--- src/rtl/tut3_verilog_gcd_GcdMsgs.sv ---
// GCD message formats shared by the GCD unit and its client.
// Field slices for request and command bundles.
package tut3_verilog_gcd_GcdMsgs;

    localparam int OP_NBITS  = 16;
    localparam int REQ_NBITS = 32;
    localparam int CMD_NBITS = 48;

    localparam int REQ_A_MSB = 31;
    localparam int REQ_A_LSB = 16;
    localparam int REQ_B_MSB = 15;
    localparam int REQ_B_LSB = 0;

    localparam int CMD_A_MSB   = 47;
    localparam int CMD_A_LSB   = 32;
    localparam int CMD_B_MSB   = 31;
    localparam int CMD_B_LSB   = 16;
    localparam int CMD_CNT_MSB = 15;
    localparam int CMD_CNT_LSB = 0;

endpackage

--- src/rtl/tut3_verilog_gcd_GcdClientCtrl.sv ---
// Batch client control: IDLE/RUN/DONE FSM and Moore val/rdy outputs.
// Fire strobes combine those outputs with the partner's val/rdy.
module tut3_verilog_gcd_GcdClientCtrl (
    input  logic       clk,
    input  logic       reset,
    input  logic       cmd_val,
    input  logic       count_zero,
    input  logic       req_go,
    input  logic       resp_go,
    input  logic       recv_last,
    input  logic       req_rdy,
    input  logic       resp_val,
    input  logic       done_rdy,
    output logic       cmd_rdy,
    output logic       req_val,
    output logic       resp_rdy,
    output logic       done_val,
    output logic       load,
    output logic       issue_en,
    output logic       recv_en,
    output logic [1:0] state
);

    localparam logic [1:0] STATE_IDLE = 2'd0;
    localparam logic [1:0] STATE_RUN  = 2'd1;
    localparam logic [1:0] STATE_DONE = 2'd2;

    logic [1:0] state_next;

    always_ff @(posedge clk) begin
        if (reset) begin
            state <= STATE_IDLE;
        end else begin
            state <= state_next;
        end
    end

    always_comb begin
        state_next = state;
        case (state)
            STATE_IDLE: begin
                if (load) begin
                    state_next = count_zero ? STATE_DONE : STATE_RUN;
                end
            end
            STATE_RUN: begin
                if (recv_en && recv_last) begin
                    state_next = STATE_DONE;
                end
            end
            STATE_DONE: begin
                if (done_val && done_rdy) begin
                    state_next = STATE_IDLE;
                end
            end
            default: state_next = 'x;
        endcase
    end

    always_comb begin
        cmd_rdy  = 1'b0;
        req_val  = 1'b0;
        resp_rdy = 1'b0;
        done_val = 1'b0;
        case (state)
            STATE_IDLE: cmd_rdy = 1'b1;
            STATE_RUN: begin
                req_val  = req_go;
                resp_rdy = resp_go;
            end
            STATE_DONE: done_val = 1'b1;
            default: begin
                cmd_rdy  = 1'bx;
                req_val  = 1'bx;
                resp_rdy = 1'bx;
                done_val = 1'bx;
            end
        endcase
    end

    assign load     = cmd_val && cmd_rdy;
    assign issue_en = req_val && req_rdy;
    assign recv_en  = resp_val && resp_rdy;

endmodule

--- src/rtl/vc_cells.sv ---
// Basic datapath cells: enabled register, adder, less-than comparator.
// The register clears synchronously on reset.
module vc_EnReg #(
    parameter int p_nbits = 16
) (
    input  logic               clk,
    input  logic               reset,
    input  logic               en,
    input  logic [p_nbits-1:0] d,
    output logic [p_nbits-1:0] q
);

    always_ff @(posedge clk) begin
        if (reset) begin
            q <= '0;
        end else if (en) begin
            q <= d;
        end
    end

endmodule

module vc_Adder #(
    parameter int p_nbits = 16
) (
    input  logic [p_nbits-1:0] in0,
    input  logic [p_nbits-1:0] in1,
    output logic [p_nbits-1:0] out
);

    assign out = in0 + in1;

endmodule

module vc_LtComparator #(
    parameter int p_nbits = 16
) (
    input  logic [p_nbits-1:0] in0,
    input  logic [p_nbits-1:0] in1,
    output logic               out
);

    assign out = (in0 < in1);

endmodule

--- src/rtl/tut3_verilog_gcd_gcd_client.sv ---
// GCD batch client: issues {a_base+i, b_base} requests, sums the results,
// and reports the 32-bit total on the done stream.
module tut3_verilog_gcd_gcd_client
    import tut3_verilog_gcd_GcdMsgs::*;
(
    input  logic        clk,
    input  logic        reset,
    input  logic        cmd_val,
    output logic        cmd_rdy,
    input  logic [47:0] cmd_msg,
    output logic        req_val,
    input  logic        req_rdy,
    output logic [31:0] req_msg,
    input  logic        resp_val,
    output logic        resp_rdy,
    input  logic [15:0] resp_msg,
    output logic        done_val,
    input  logic        done_rdy,
    output logic [31:0] done_msg
);

    logic [OP_NBITS-1:0] a_base;
    logic [OP_NBITS-1:0] b_base;
    logic [OP_NBITS-1:0] count;
    logic [OP_NBITS-1:0] issue_cnt;
    logic [OP_NBITS-1:0] issue_next;
    logic [OP_NBITS-1:0] issue_d;
    logic [OP_NBITS-1:0] recv_cnt;
    logic [OP_NBITS-1:0] recv_next;
    logic [OP_NBITS-1:0] recv_d;
    logic [OP_NBITS-1:0] a_cur;
    logic [31:0]         sum;
    logic [31:0]         sum_next;
    logic [31:0]         sum_d;

    logic       load;
    logic       issue_en;
    logic       recv_en;
    logic       req_go;
    logic       resp_go;
    logic       recv_last;
    logic       count_zero;
    logic [1:0] state;

    vc_EnReg #(OP_NBITS) a_reg (
        .clk   (clk),
        .reset (reset),
        .en    (load),
        .d     (cmd_msg[CMD_A_MSB:CMD_A_LSB]),
        .q     (a_base)
    );

    vc_EnReg #(OP_NBITS) b_reg (
        .clk   (clk),
        .reset (reset),
        .en    (load),
        .d     (cmd_msg[CMD_B_MSB:CMD_B_LSB]),
        .q     (b_base)
    );

    vc_EnReg #(OP_NBITS) cnt_reg (
        .clk   (clk),
        .reset (reset),
        .en    (load),
        .d     (cmd_msg[CMD_CNT_MSB:CMD_CNT_LSB]),
        .q     (count)
    );

    // A new command clears the counters and sum via the d-input mux.
    assign issue_d = load ? '0 : issue_next;
    assign recv_d  = load ? '0 : recv_next;
    assign sum_d   = load ? '0 : sum_next;

    vc_Adder #(OP_NBITS) issue_inc (
        .in0 (issue_cnt),
        .in1 (16'd1),
        .out (issue_next)
    );

    vc_EnReg #(OP_NBITS) issue_reg (
        .clk   (clk),
        .reset (reset),
        .en    (load || issue_en),
        .d     (issue_d),
        .q     (issue_cnt)
    );

    vc_Adder #(OP_NBITS) recv_inc (
        .in0 (recv_cnt),
        .in1 (16'd1),
        .out (recv_next)
    );

    vc_EnReg #(OP_NBITS) recv_reg (
        .clk   (clk),
        .reset (reset),
        .en    (load || recv_en),
        .d     (recv_d),
        .q     (recv_cnt)
    );

    vc_Adder #(32) sum_add (
        .in0 (sum),
        .in1 ({16'd0, resp_msg}),
        .out (sum_next)
    );

    vc_EnReg #(32) sum_reg (
        .clk   (clk),
        .reset (reset),
        .en    (load || recv_en),
        .d     (sum_d),
        .q     (sum)
    );

    vc_LtComparator #(OP_NBITS) req_lt (
        .in0 (issue_cnt),
        .in1 (count),
        .out (req_go)
    );

    vc_LtComparator #(OP_NBITS) resp_lt (
        .in0 (recv_cnt),
        .in1 (count),
        .out (resp_go)
    );

    vc_Adder #(OP_NBITS) a_add (
        .in0 (a_base),
        .in1 (issue_cnt),
        .out (a_cur)
    );

    assign recv_last  = (recv_next == count);
    assign count_zero = (cmd_msg[CMD_CNT_MSB:CMD_CNT_LSB] == '0);
    assign req_msg    = {a_cur, b_base};
    assign done_msg   = sum;

    tut3_verilog_gcd_GcdClientCtrl ctrl (
        .clk        (clk),
        .reset      (reset),
        .cmd_val    (cmd_val),
        .count_zero (count_zero),
        .req_go     (req_go),
        .resp_go    (resp_go),
        .recv_last  (recv_last),
        .req_rdy    (req_rdy),
        .resp_val   (resp_val),
        .done_rdy   (done_rdy),
        .cmd_rdy    (cmd_rdy),
        .req_val    (req_val),
        .resp_rdy   (resp_rdy),
        .done_val   (done_val),
        .load       (load),
        .issue_en   (issue_en),
        .recv_en    (recv_en),
        .state      (state)
    );

`ifndef SYNTHESIS
    function automatic string vr(input logic v, input logic r);
        if (v && r) return "#";
        if (v)      return "v";
        if (r)      return "r";
        return ".";
    endfunction

    function automatic string line_trace();
        string st;
        case (state)
            2'd0:    st = "I";
            2'd1:    st = "R";
            2'd2:    st = "D";
            default: st = "?";
        endcase
        return $sformatf("%s%h|%s%h|%s%h|%s",
                         vr(cmd_val, cmd_rdy), cmd_msg,
                         vr(req_val, req_rdy), req_msg,
                         vr(resp_val, resp_rdy), resp_msg, st);
    endfunction
`endif

endmodule

--- config.mk ---
export PLATFORM = sky130hd
export DESIGN_NAME = tut3_verilog_gcd_gcd_client
export DESIGN_NICKNAME = d
export VERILOG_FILES = /design/src/rtl/tut3_verilog_gcd_GcdMsgs.sv /design/src/rtl/tut3_verilog_gcd_GcdClientCtrl.sv /design/src/rtl/vc_cells.sv /design/src/rtl/tut3_verilog_gcd_gcd_client.sv
export SDC_FILE = /design/constraint.sdc
export NUM_CORES = 1
export LEC_CHECK = 0
export ABC_AREA = 1
export CAP_MARGIN = 20
export CORE_MARGIN = 2
export CORE_UTILIZATION = 55
export DETAILED_ROUTE_END_ITERATION = 10
export HOLD_SLACK_MARGIN = 0.02
export PLACE_DENSITY = 0.81
export SYNTH_ARGS = -nofsm -noshare
export SYNTH_HDL_FRONTEND = slang
export SYNTH_SLANG_ARGS = --single-unit
--- constraint.sdc ---
create_clock -name clk -period 3.9 [get_ports clk]
set_clock_uncertainty 0.1 [all_clocks]
set_input_delay 0.585 -clock clk [delete_from_list [all_inputs] [get_ports clk]]
set_output_delay 0.585 -clock clk [all_outputs]
set_load 0.02 [all_outputs]
==> results of run 1 <==
## cell families (layout without fill, tap and decap cells)
kind of cell / count (synthesis) / in the layout
buffers and inverters: 134 / 281
XOR/XNOR: 40 / 40
adder cells (fa/ha/maj): 69 / 69
AND/OR/NAND/NOR: 509 / 509
AO/OA/AOI/OAI: 231 / 231
flip-flops: 114 / 114
## cells in the final DEF (no fill, tap or decap), types with 3 or more instances in the layout
cell type,count
o21bai_1,5
dfxtp_1,114
nor4_1,6
a21oi_1,104
clkinv_2,3
xor2_1,24
nor2_1,161
o21ai_0,96
inv_1,101
nor2_8,3
a211oi_1,3
nand2_2,9
nor2_2,7
nand2_1,214
clkinvlp_4,5
xnor2_1,14
clkbuf_16,17
dlymetal6s2s_1,3
clkdlybuf4s50_1,134
nand4_1,22
nor3b_1,3
nand3_1,48
nor3_1,25
bufinv_16,3
inv_2,3
nor2_4,3
buf_4,8
o21ai_1,6
ha_1,67
## sequential cells by signal, indices dropped and copies added, names as in the netlist
name         cells
b_reg.q         16
issue_reg.q     16
recv_reg.q      16
ctrl.state       2
cnt_reg.q       16
a_reg.q         16
sum_reg.q       32
## metrics by stage
stage,total power [mW],cell area [um2],utilization [%],std cells,hold WS (ps)
2_1_floorplan,3.14,7500,-,1097,359
3_3_place_gp,3.96,9020,67.9,1388,361
3_5_place_dp,3.99,9020,67.9,1388,371
4_1_cts,5.62,9640,72.5,1420,384
5_1_grt,5.96,9650,72.6,1420,400
6_report,5.61,9650,72.6,1420,379
## area by class of cell
type / instances / area [um2] / area share [%]
Multi-Input combinational cell: 849 / 4710 / 48.8
Clock inverter: 13 / 160 / 1.66
Tap cell: 176 / 220 / 2.28
Inverter: 104 / 390 / 4.04
Sequential cell: 114 / 2280 / 23.6
Clock buffer: 19 / 453 / 4.69
Timing Repair Buffer: 145 / 1440 / 14.9
## worst max-delay path, delay by kind of cell (launching register included)
kind | cells | cell delay [ps]
buf+inv | 1 | 620
simple gates | 1 | 110
compound gates | 5 | 850
xor+xnor | 1 | 180
fa+ha+maj | 1 | 320
flops | 1 | 450
## power groups by stage
stage          Combinational, mW  Sequential (mW)  Clock (mW)
2_1_floorplan               1.52             1.62           0
3_3_place_gp                2.42             1.53           0
3_5_place_dp                2.45             1.54           0
4_1_cts                     2.48             1.52        1.62
5_1_grt                     2.74             1.54        1.68
6_report                    2.48             1.52        1.61
## path summary, 6_finish.rpt
kind | from | endpoint | slack, ps | cells after the start
setup reg to reg | ctrl.state[0] | sum_reg.q[27] | 1270 | 15
setup / recovery | issue_reg.q[2] | req_msg[25] | 270 | 9
hold reg to reg | b_reg.q[9] | b_reg.q[9] | 380 | 2
hold / removal | b_reg.q[9] | b_reg.q[9] | 380 | 2
## metal layers
metal	wire, um	vias up	part of all wire [%]	GRT usage [%]
met4	393	0	1.9	9.74
met3	1610	37	7.8	8.16
met2	9390	281	46	46.5
li1	-	3924	-	-
met1	9110	3549	44	37.3
met5	0	-	0	0
## repair_timing
item | CTS | global route
hold buffers | 0 | 0
gates resized for setup | 1 | 5
setup endpoints to repair | 1 | 5
hold endpoints to repair | 0 | 0
setup buffers | 0 | 0
==> out/metrics.csv, run 1 <==
metric;value;unit
status;completed;
HP Class;reg -> reg;
Critical-path top delay cell;clkdlybuf4s50_1;
P_int;3.35;mW
Primary FF master, synth;dfxtp_1;
share of async-settable or async-resettable flops after synthesis;0;%
top cells by area, synth;dfxtp_1, ha_1, nand2_1;
CTS tree;done;
count leader, synth;nand2_1;
simple-gate share of the synthesized area;29.6;%
top post-synthesis cells by count;nand2_1, nor2_1, dfxtp_1;
cell taking the most area after synthesis;dfxtp_1;
Final WS setup;271;ps
power share of the clock group;28.7;%
Syn Area/Cell;6.83;um2
total number of vias;7791;
Total Nets Final;1370;
Setup TNS;0;ps
kind of start point of the critical path;flop;
final hold violation count;0;
number of flops mapped to enable cells by yosys;0;
Final ANT Viol Nets;0;
Crit. End Element;primary output;
# IOs;138;
via count of the first global-routing pass;7166;
share of layout cells above drive strength 1;5.79;%
max incr delay on CP;620;ps
Mapped Cells;1097;
share of the synthesized area in the top cell type;30.4;%
die width;121;um
IO buf count;137;
drt pass-1 iters;6;
final slew viol count;0;
mux cell area share after synthesis;0;%
compound-gate portion of the synthesized area;16.3;%
Yosys reg bits;114;
row count;42;
Cell Chain, Critical Path;ha_1 > a21oi_1 > nand2_1 > a21oi_2 > o21bai_1 > a21oi_2 > o21ai_0 > xor2_1 > clkdlybuf4s50_1;
fill cell total of the finished layout;1095;
first-pass GRT wire length;33600;um
initial core utilization;56.4;%
Max-Slew Margin vs Limit;50.9;%
Die ar.;0.0146;mm2
Area Overhead vs Synth;28.8;%
Syn Nets;1236;
Final Setup Violations;0;
Pleak;4.11;nW
Worst EP arrival;2940;ps
CTS max path bufs;2;
clk sinks;114;
period utilization;93.1;%
main combinational cell family by area after synthesis;simple AND/OR/NAND/NOR gates;
# DRC;0;
clock transition at the registers of the reported paths;60;ps
number of max-cap violations;0;
number of synthesis warnings;0;
crit path time final;3630;ps
mapped cell area;0.00750;mm2
CP most frequent cell;a21oi_2;
gr ovfl total;0;
pre-CTS setup slack;354;ps
core area;0.0133;mm2
Detailed Place HPWL;15100;um
Starting DRT DRC Count;719;
Post-Synth XOR/XNOR Area;5.04;%
power share of the sequential group;27.1;%
GRT Total Usage;28.9;%
Detailed Route WL;20500;um
Max IR drop VDD;391;uV
fmax;276;MHz
switching share of total power;40.3;%
ANT cells;0;
clk_lat worst skew;430;ps
Crit Path Class;reg -> out;
RD Place Congestion;0.923;
Critical Path RT;3210;ps
largest net degree at the start of global routing;71;
die height;121;um
Yosys cell types;45;
CTS Buf Count;17;
share of the yosys chip area belonging to registers;30.4;%
vias per cell;5.49;
Pwr Density;581;mW/mm2
Worst-Margin Slew;730;ps
RSZ-0062 raised after global routing;false;
Sw Pwr;2.26;mW
Worst Path Max Fanout;7;
Comb pwr share;44.2;%
Adder-Cell Fraction of Synth Area;11.7;%
WL/cell;14.4;um
htree depth;4;
root buffer cell;clkbuf_16;
antenna violations before repair;0;
Power figures use the tool's default switching activity.
==> inputs of run 2 (changes only) <==
--- a/config.mk
+++ b/config.mk
@@ -10,8 +10,10 @@
 export CORE_MARGIN = 2
 export CORE_UTILIZATION = 55
 export DETAILED_ROUTE_END_ITERATION = 10
+export GPL_ROUTABILITY_DRIVEN = 1
 export HOLD_SLACK_MARGIN = 0.02
 export PLACE_DENSITY = 0.81
 export SYNTH_ARGS = -nofsm -noshare
 export SYNTH_HDL_FRONTEND = slang
 export SYNTH_SLANG_ARGS = --single-unit
+export TNS_END_PERCENT = 5
==> results of run 2 <==
Final layout, timing and power as in run 1 (identical DEF).
==> RTL edit: new RTL, settings of run 2 <==
Make the reset (`reset`) asynchronous in 2 clocked blocks. Comments in the files are not updated.
--- a/src/rtl/tut3_verilog_gcd_GcdClientCtrl.sv
+++ b/src/rtl/tut3_verilog_gcd_GcdClientCtrl.sv
@@ -29,3 +29,3 @@
 
-    always_ff @(posedge clk) begin
+    always_ff @(posedge clk or posedge reset) begin
         if (reset) begin
--- a/src/rtl/vc_cells.sv
+++ b/src/rtl/vc_cells.sv
@@ -12,3 +12,3 @@
 
-    always_ff @(posedge clk) begin
+    always_ff @(posedge clk or posedge reset) begin
         if (reset) begin
Function: differs if reset is asserted again (counterexample within 4 cycles, from zero or initial values and one cycle with reset high); with reset held inactive, the same outputs for 4 cycles.
==> RTL edit against run 2 <==
Synthesized cell count is 3.4% lower. Non-clock buffer count is 1 higher. Combinational power is 32% higher. Design area is 3.6% higher. Sequential cell count stayed put. Worst setup slack worse by 69 ps. Wire length is 0.66% lower. Sequential share of layout area is 4.9 points higher. Synthesized area is 4.1% higher. Total power is 18% higher. Critical path type unchanged. Critical endpoint is now req_msg[27]. Largest power group unchanged.
==> RTL edit: results (changes against run 2) <==
\begin{tabular}{lr}
\hline
Metric & Value \\
\hline
\multicolumn{2}{l}{\textbf{Synthesis}} \\
Distinct cell type count after synthesis & 49 (was 45) \\
Synth async-reset ratio & 100.0\% (was 0\%) \\
Mean instance size in the synthesized netlist & 7.360 sq um (was 6.833 sq um) \\
Top cells by area, synth & dfrtp\_1 (37\%), nand2\_1 (16\%), ha\_1 (11\%), inv\_1 (4.6\%), a21oi\_1 (3.9\%) (was dfxtp\_1 (30\%), ha\_1 (11\%), nand2\_1 (11\%), nor2\_1 (8.1\%), a21oi\_1 (7.1\%)) \\
Register area share after synthesis & 36.57\% (was 30.45\%) \\
Most frequently used flop master after synthesis & dfrtp\_1 (was dfxtp\_1) \\
\multicolumn{2}{l}{\textbf{Setup path}} \\
Data arrival time of the critical path & 3010 ps (was 2940 ps) \\
Crit Reg-Reg Startpoint & cnt\_reg.q[9] (was ctrl.state[0]) \\
Critical Path Max Stage Delay & 590 ps (was 620 ps) \\
Logic depth of the worst register-to-register path & 11 (was 15) \\
\multicolumn{2}{l}{\textbf{Routing}} \\
Routed length per instance & 14.61 um (was 14.44 um) \\
Wire length on met2 & 9608 um (was 9391 um) \\
First-iteration detailed-routing DRC count & 790 (was 719) \\
DR vias & 7655 (was 7791) \\
Final wirelength & 20370 um (was 20500 um) \\
\multicolumn{2}{l}{\textbf{Global route}} \\
Pin count of the biggest net entering global routing & 74 (was 71) \\
Wire length of the first global-routing pass & 33660 um (was 33640 um) \\
\multicolumn{2}{l}{\textbf{Timing}} \\
Final worst hold slack & 378.1 ps (was 378.9 ps) \\
Achievable frequency & 270.4 MHz (was 275.5 MHz) \\
Transition at the pin with the smallest max-transition slack & 657.6 ps (was 730.4 ps) \\
\multicolumn{2}{l}{\textbf{Power}} \\
Leakage power figure & 4.762 nW (was 4.112 nW) \\
Maximum vdd drop & 0.0005067 V (was 0.0003913 V) \\
\multicolumn{2}{l}{\textbf{Min path}} \\
Hold Path End & b\_reg.q[2] (was b\_reg.q[9]) \\
\multicolumn{2}{l}{\textbf{Placement}} \\
Final Wtd Congestion & 0.9047 (was 0.9231) \\
Post-detail-place hpwl & 15000 um (was 15100 um) \\
\multicolumn{2}{l}{\textbf{Status}} \\
Result of the run & completed (unchanged) \\
\multicolumn{2}{l}{\textbf{Layout}} \\
Layout cell share with drive strength beyond 1 & 5.766\% (was 5.788\%) \\
\hline
\end{tabular}
## RTL edit: how the worst max path moves through the flow
stage	startpoint	end	cells past startpoint
2_1_floorplan	reset	a_reg.q[0]	1
3_3_place_gp	issue_reg.q[0]	req_msg[28]	10
3_5_place_dp	issue_reg.q[0]	req_msg[28]	10
4_1_cts	issue_reg.q[2]	req_msg[27]	11
5_1_grt	issue_reg.q[0]	req_msg[28]	10
6_report	issue_reg.q[2]	req_msg[27]	11
## RTL edit: per-layer routing
layer  GRT usage, %  vias to the layer above
li1               -                     3786
met1          36.40                     3542
met2          45.96                      286
met3          6.504                       41
met4          10.51                        0
met5              0                        -
## RTL edit: report_power, final
group          switching [mW]  total [mW]  internal, mW  leakage (nW)
registers               0.237        1.76          1.53          1.50
logic                    2.00        3.27          1.27          2.99
clock network           0.592        1.61          1.02         0.278
## RTL edit: cells by family after synthesis
| logic type | synth area share, % |
|---|---|
| adder cells (fa/ha/maj) | 11.26 |
| buffers and inverters | 6.111 |
| flip-flops | 36.57 |
| AND/OR/NAND/NOR | 29.83 |
| XOR/XNOR | 4.603 |
| AO/OA/AOI/OAI | 11.63 |
## RTL edit: tightest hold or removal path, stage by stage, from the launching register on
cell and delay [ps]:
dfrtp_1 340, nand2_1 50, nand2_1 50
## RTL edit: stage by stage
| stage | total power [mW] | area, sq um | utilization (%) |
|---|---|---|---|
| 2_1_floorplan | 3.857 | 7801 | - |
| 3_3_place_gp | 4.958 | 9382 | 67.59 |
| 3_5_place_dp | 5.019 | 9382 | 67.59 |
| 4_1_cts | 6.659 | 9986 | 71.94 |
| 5_1_grt | 7.116 | 10000 | 72.04 |
| 6_report | 6.644 | 10000 | 72.04 |
## RTL edit: cell type report
cell class	count	area, sq um
Fill cell	1137	3881
Tap cell	180	225.2
Sequential cell	114	2853
Inverter	100	377.9
Clock buffer	20	446.7
Clock inverter	12	158.9
Timing Repair Buffer	146	1456
Multi-Input combinational cell	822	4482
## RTL edit: what timing repair did
item / CTS / global route
hold buffers: 0 / 0
endpoints found under the setup margin: 1 / 6
resized for setup: 1 / 5
